[src/rtl/cp0_exc_ctrl.sv]
// Coprocessor-0 register file (SR, Cause, EPC, PRId) and the exception/interrupt arbiter
// that raises a combinational flush/redirect request toward the M stage.
module cp0_exc_ctrl #(
    parameter logic [31:0] PRID_VAL     = 32'h2021_0707,
    parameter logic [31:0] HANDLER_ADDR = 32'h0000_4180
) (
    input  logic        clk,
    input  logic        reset,
    input  logic [4:0]  RdAddr,
    input  logic [4:0]  WrAddr,
    input  logic [31:0] WrData,
    input  logic        WE,
    input  logic [31:0] PC,
    input  logic        BD,
    input  logic [4:0]  ExcCodeIn,
    input  logic [5:0]  HWInt,
    input  logic        EXLClr,
    output logic        Req,
    output logic [31:0] HandlerPC,
    output logic [31:0] EPC,
    output logic [31:0] RdData
);

    localparam logic [4:0] ADDR_SR    = 5'd12;
    localparam logic [4:0] ADDR_CAUSE = 5'd13;
    localparam logic [4:0] ADDR_EPC   = 5'd14;
    localparam logic [4:0] ADDR_PRID  = 5'd15;

    logic [5:0]  r_sr_im;
    logic        r_sr_exl;
    logic        r_sr_ie;
    logic        r_cause_bd;
    logic [5:0]  r_cause_ip;
    logic [4:0]  r_cause_exc;
    logic [31:0] r_epc;

    logic        w_int_pend;
    logic        w_exc_pend;
    logic        w_req;
    logic [31:0] w_pc_word;
    logic [31:0] w_sr_val;
    logic [31:0] w_cause_val;

    // Interrupts look at live HWInt so a newly raised line is taken with zero latency.
    assign w_int_pend = (|(HWInt & r_sr_im)) & r_sr_ie & ~r_sr_exl;
    assign w_exc_pend = (ExcCodeIn != 5'd0) & ~r_sr_exl;
    assign w_req      = ~reset & (w_int_pend | w_exc_pend);
    assign w_pc_word  = {PC[31:2], 2'b00};

    assign Req       = w_req;
    assign HandlerPC = HANDLER_ADDR;
    assign EPC       = r_epc;

    assign w_sr_val    = {16'h0, r_sr_im, 8'h0, r_sr_exl, r_sr_ie};
    assign w_cause_val = {r_cause_bd, 15'h0, r_cause_ip, 3'h0, r_cause_exc, 2'h0};

    always_comb begin
        RdData = 32'h0;
        case (RdAddr)
            ADDR_SR:    RdData = w_sr_val;
            ADDR_CAUSE: RdData = w_cause_val;
            ADDR_EPC:   RdData = r_epc;
            ADDR_PRID:  RdData = PRID_VAL;
            default:    RdData = 32'h0;
        endcase
    end

    always_ff @(posedge clk) begin
        if (reset) begin
            r_sr_im     <= 6'h0;
            r_sr_exl    <= 1'b0;
            r_sr_ie     <= 1'b0;
            r_cause_bd  <= 1'b0;
            r_cause_ip  <= 6'h0;
            r_cause_exc <= 5'h0;
            r_epc       <= 32'h0;
        end else begin
            r_cause_ip <= HWInt;
            if (w_req) begin
                // The victim's own mtc0 and any eret are dropped: the request owns this edge.
                r_sr_exl    <= 1'b1;
                r_cause_exc <= w_int_pend ? 5'd0 : ExcCodeIn;
                r_cause_bd  <= BD;
                r_epc       <= BD ? (w_pc_word - 32'd4) : w_pc_word;
            end else begin
                if (WE) begin
                    if (WrAddr == ADDR_SR) begin
                        r_sr_im  <= WrData[15:10];
                        r_sr_exl <= WrData[1];
                        r_sr_ie  <= WrData[0];
                    end else if (WrAddr == ADDR_EPC) begin
                        r_epc <= {WrData[31:2], 2'b00};
                    end
                end
                // Placed after the mtc0 so a same-cycle eret clears EXL last.
                if (EXLClr) begin
                    r_sr_exl <= 1'b0;
                end
            end
        end
    end

endmodule

[config.mk]
export PLATFORM = sky130hd
export DESIGN_NAME = cp0_exc_ctrl
export DESIGN_NICKNAME = d
export VERILOG_FILES = /design/src/rtl/cp0_exc_ctrl.sv
export SDC_FILE = /design/constraint.sdc
export NUM_CORES = 1
export LEC_CHECK = 0
export ABC_AREA = 1
export CORE_ASPECT_RATIO = 0.5
export CORE_UTILIZATION = 41
export DETAILED_ROUTE_END_ITERATION = 6
export GPL_TIMING_DRIVEN = 0
export PLACE_DENSITY = 0.83
export SYNTH_ARGS = -nofsm -noshare
export SYNTH_HDL_FRONTEND = slang
export SYNTH_SLANG_ARGS = --single-unit
[constraint.sdc]
create_clock -name clk -period 1.65 [get_ports clk]
set_input_delay 0.2475 -clock clk [delete_from_list [all_inputs] [get_ports clk]]
set_output_delay 0.2475 -clock clk [all_outputs]
set_load 0.005 [all_outputs]
==> results of run 1 <==
==> routing by layer <==
layer,share of wire,GRT usage,vias to the layer above
met5,0,0,-
met4,0.039,0.0879,0
met3,0.078,0.0402,62
met2,0.47,0.505,262
met1,0.41,0.399,2266
li1,-,-,2338
==> area by class of cell <==
cell class | instances | area share
Timing Repair Buffer | 184 | 0.273
Inverter | 75 | 0.0480
Clock inverter | 2 | 0.00617
Sequential cell | 50 | 0.160
Tap cell | 117 | 0.0233
Buffer | 55 | 0.0753
Clock buffer | 6 | 0.0221
Multi-Input combinational cell | 483 | 0.392
==> report_power, final <==
part	total (W)	internal (W)	switching, W
Clock	0.00128	0.000765	0.000518
Sequential	0.00136	0.00130	0.0000672
Combinational	0.00114	0.000588	0.000555
==> state kept, by name, indices dropped and copies added (netlist names) <==
name and cells:
r_cause_ip 6, r_sr_im 6, r_cause_bd 1, r_cause_exc 5, r_sr_exl 1, EPC 30, r_sr_ie 1
==> worst max-delay path, stage by stage <==
cell,delay (ns)
clkdlybuf4s50_1,0.47
nor2_2,0.17
nand2_1,0.11
nor2_1,0.27
nand2_1,0.18
o21ai_0,0.20
nand3_1,0.13
nand2_1,0.09
a21oi_1,0.06
==> synthesized netlist by cell type, types with 2 or more instances <==
library cell,n,area [µm²]
a21oi_1,32,160
inv_1,68,255
xor2_1,11,96.3
inv_2,4,15.0
o211ai_1,4,30.0
xnor2_1,4,35.0
buf_2,5,25.0
nor2_1,97,364
dfxtp_1,50,1000
a211oi_2,3,37.5
o21ai_0,42,210
clkbuf_1,9,33.8
nand2_2,3,18.8
a22o_1,2,17.5
nand4_1,4,25.0
buf_6,4,45.0
a31oi_1,3,18.8
buf_4,36,270
nand2_4,2,22.5
conb_1,2,7.51
nor2_2,8,50.1
nand3_1,28,140
nand2_1,197,739
==> worst min-delay path by stage <==
stage	endpoint	cells after the start
6_report	r_cause_ip[4]$_SDFF_PP0_	3
5_1_grt	r_cause_ip[5]$_SDFF_PP0_	3
4_1_cts	r_cause_ip[4]$_SDFF_PP0_	3
3_5_place_dp	r_cause_bd$_SDFFE_PP0P_	2
3_3_place_gp	r_cause_exc[0]$_SDFFE_PP0P_	2
2_1_floorplan	r_cause_ip[0]$_SDFF_PP0_	2
==> cell families after synthesis <==
kind of cell             Yosys count  synth area share
buffers and inverters            130             0.178
other                              2           0.00202
flip-flops                        50             0.269
AND/OR/NAND/NOR                  344             0.379
XOR/XNOR                          15            0.0353
adder cells (fa/ha/maj)            1           0.00336
AO/OA/AOI/OAI                     89             0.134
==> stage by stage <==
step	TNS [ns]	hold WS (ns)	setup WS [ns]	instances
floorplan	0	0.354	0.231	663
global placement	-36.86	0.451	-1.05	930
detailed placement	-38.96	0.454	-1.13	930
CTS	0	0.300	0.00384	965
global route	-0.980	0.335	-0.0865	972
finish	-0.177	0.300	-0.105	972
==> what timing repair did <==
item,in CTS,in global routing
cloned,3,1
endpoints found under the setup margin,46,65
resized for setup,172,110
setup buffers,24,7
pin swaps,16,22
==> impl_metrics.yaml, run 1 <==
finish:
  final_common_cell: "nand2_1"
  n_antenna_cell: 0
  nets: 945
  layout_common_cells: "184 x nand2_1, 88 x clkdlybuf4s50_1, 68 x nor2_1"
  fin_util: 0.716
  multiInputGateArea_um2: 2460
  drive_gt1_frac: 0.242
  final_cell_area_um2: 6280
  area_growth_pct: 68.7
  regArea_um2: 1010
  nFillCells: 680
global_routing:
  gr-total-overflow: 0
  grt_pass1_vias: 4375
  grt_max_degree: 17
  global_route.usage.total: 0.300
  grt_first_pass_wirelength_um: 21900
  antenna_found_initial: 0
cts:
  numCtsBuffers: 5
  worstSkewPairLatency_ns: 0.30
  root_buffer: "clkbuf_16"
  cts_tree: "yes"
  hold_buffers: 0
  ctsLongestPathBuffers: 2
  htree_levels: 2
  clock-sinks: 50
  cts.clk_slew.worst_paths_ns: 0.07
routing:
  antenna_left: 0
  vias: 4928
  drt_wl_total_um: 15400
  drt_pass1_iterations: 6
  wl_per_cell_um: 15.9
  drt_first_iter_violations: 461
  remaining_drc_errors: 0
  vias_per_cell: 5.07
synthesis:
  synth_area_um2: 3720
  synth_seq_area_share: 0.269
  synth_flop_cell: "dfxtp_1"
  ys_types: 36
  avgSynthCellArea_um2: 5.90
  synth_edf_count: 0
  ys_async_sr_fraction: 0
  yosysWarnings: 0
  ys_ff_latch: 50
  syn_inst: 631
place:
  dp_hpwl_um: 10600
  gp_congestion: 0.934
  port_buffers: 150
  place_area_um2: 5490
power:
  power.total_w: 0.00379
  vdd_drop_max_v: 0.000476
  power.density_nw_per_um2: 603
  leakage_nw: 3.02
worst_setup_path:
  rr_endpoint: "EPC[30]$_SDFFE_PP0P_"
  ff2ff_path_depth: 13
  critPathMaxFanout: 3
  crit_path_start: "PC[8]"
  crit_arrival_ns: 1.92
  required_ns: 1.82
  cp-end-kind: "register"
  start_kind: "primary input"
  r2r_start: "r_sr_im[2]$_SDFFE_PP0P_"
  endpoint: "EPC[31]$_SDFFE_PP0P_"
  r2r_setup_slack_ns: 0
  worstSetupPathType: "primary input to register"
flow_run:
  cap_violations: 0
floorplan:
  die_h_um: 69.4
  die_w_um: 137
  die_area_um2: 9490
  io_pins: 187
  rows: 24
  core_area_um2: 8770
  start_util: 0.425
timing:
  fin_ws_ns: -0.105
  worst_pin_slew_ns: 0.516
  clock_skew_ns: 0.00600
  fin_crit_ns: 1.76
  post-route-period-util: 1.06
  finalHoldViolations: 0
  finalSetupViolations: 3
  fmax_mhz: 570
  rsz0062_at_grt: "yes"
  finalMaxSlewViolations: 0
  relSlewSlack: 0.653
status:
  violations: "setup timing"
  status: "finished with violations"
min_path:
  hold_start: "HWInt[4]"
  hp-class: "primary input to register"
Note: power is estimated with default switching activity, not from simulation.
==> inputs of run 2 (changes only) <==
==> constraint.sdc (replaced) <==
create_clock -name clk -period 1.65 [get_ports clk]
set_input_delay 0.2475 -clock clk [delete_from_list [all_inputs] [get_ports clk]]
set_output_delay 0.2475 -clock clk [all_outputs]
set_load 0.02 [all_outputs]
==> impl_metrics.yaml, run 2 (same netlist as run 1, synthesis figures left out) <==
status:
  status: "finished with violations"
  violations: "DRC, setup timing"
timing:
  fin_crit_ns: 1.69
  finalSetupViolations: 2
  worst_pin_slew_ns: 0.583
  clock_skew_ns: 0.00304
  finalMaxSlewViolations: 0
  post-route-period-util: 1.02
  rsz0062_at_grt: "yes"
  fin_ws_ns: -0.0366
  fmax_mhz: 593
  relSlewSlack: 0.611
  finalHoldViolations: 0
place:
  dp_slack_ns: -1.22
  port_buffers: 150
  dp_hpwl_um: 10600
  gp_congestion: 0.934
power:
  power.density_nw_per_um2: 630
  power.total_w: 0.00385
  vdd_drop_max_v: 0.000471
  leakage_nw: 2.90
finish:
  nFillCells: 698
  drive_gt1_frac: 0.233
  layout_common_cells: "184 x nand2_1, 90 x clkdlybuf4s50_1, 69 x nor2_1"
  final_common_cell: "nand2_1"
  fin_util: 0.697
  regArea_um2: 1010
  largest_reg_flops: 30
  area_growth_pct: 64.1
  n_antenna_cell: 0
  nets: 931
  multiInputGateArea_um2: 2410
worst_setup_path:
  worstSetupPathType: "register to primary output"
  start_kind: "register"
  cp-end-kind: "primary output"
  critPathMaxFanout: 2
  crit_arrival_ns: 1.44
  required_ns: 1.40
routing:
  vias_per_cell: 4.99
  drt_first_iter_violations: 594
  wl_per_cell_um: 15.1
  vias: 4777
  antenna_left: 0
  drt_wl_total_um: 14500
  remaining_drc_errors: 12
  drt_pass1_iterations: 7
global_routing:
  grt_pass1_vias: 4333
  grt_max_degree: 17
  grt_first_pass_wirelength_um: 21600
  gr-total-overflow: 0
  global_route.usage.total: 0.297
  antenna_found_initial: 0
cts:
  clock-sinks: 50
  numCtsBuffers: 5
  hold_buffers: 0
  cts_tree: "yes"
  ctsLongestPathBuffers: 2
  cts.clk_slew.worst_paths_ns: 0.07
  worstSkewPairLatency_ns: 0.30
  htree_levels: 2
  root_buffer: "clkbuf_16"
floorplan:
  start_util: 0.425
  io_pins: 187
  rows: 24
  die_h_um: 69.4
  core_area_um2: 8770
  die_area_um2: 9490
  die_w_um: 137
min_path:
  hp-class: "primary input to register"
flow_run:
  cap_violations: 0
-- run 2: where the power goes --
group / total, W / switching, W / internal, W / leakage, nW
clock network: 0.00127 / 0.000504 / 0.000764 / 0.0875
registers: 0.00136 / 0.0000663 / 0.00130 / 0.414
logic: 0.00122 / 0.000659 / 0.000561 / 2.40
-- run 2: stage by stage --
stage	instances	setup TNS, ns	area (µm²)	hold slack, ns
global placement	930	-40.15	5490	0.451
global route	958	-1.65	6110	0.335
floorplan	663	0	3840	0.354
finish	958	-0.0564	6110	0.303
CTS	954	-0.00205	5910	0.300
detailed placement	930	-42.24	5490	0.454
-- run 2: layout make-up --
class,count,share of cell area
well taps,117,0.0240
plain buffers,55,0.0772
clock inverters,2,0.00635
inverters,75,0.0489
clock buffers,6,0.0227
flip-flops and latches,50,0.165
multi-input cells,483,0.394
repair buffers,170,0.262
-- run 2: path summary, 6_finish.rpt --
path / startpoint / endpoint / slack (ns) / cells past startpoint
setup / recovery: r_sr_im[2]$_SDFFE_PP0P_ / Req / -0.04 / 10
hold / removal: HWInt[4] / r_cause_ip[4]$_SDFF_PP0_ / 0.30 / 3
setup reg to reg: r_sr_im[2]$_SDFFE_PP0P_ / r_cause_exc[1]$_SDFFE_PP0P_ / -0.02 / 12
hold reg to reg: r_cause_bd$_SDFFE_PP0P_ / r_cause_bd$_SDFFE_PP0P_ / 0.48 / 2
-- run 2: layer usage --
metal	global-route usage	routed length [µm]	up-vias
li1	-	-	2313
met1	0.389	6060	2136
met2	0.497	6710	273
met3	0.0431	1230	55
met4	0.101	497	0
met5	0	0	-
-- run 2: what timing repair did --
item                                    CTS  global route
buffers inserted                         13             4
gates cloned                              3             0
endpoints found under the setup margin   46            52
gates resized for setup                 231            78
pin swaps                                16            20
-- run 2: worst max-delay path, cell delays in order, from the launching register on --
cell and delay [ns]:
dfxtp_2 0.33, nand2_2 0.07, nand2_1 0.05, nor2_1 0.10
nand2_1 0.08, nand2_1 0.08, nand2_2 0.07, nand2_4 0.10
inv_6 0.04, buf_8 0.11, buf_6 0.12
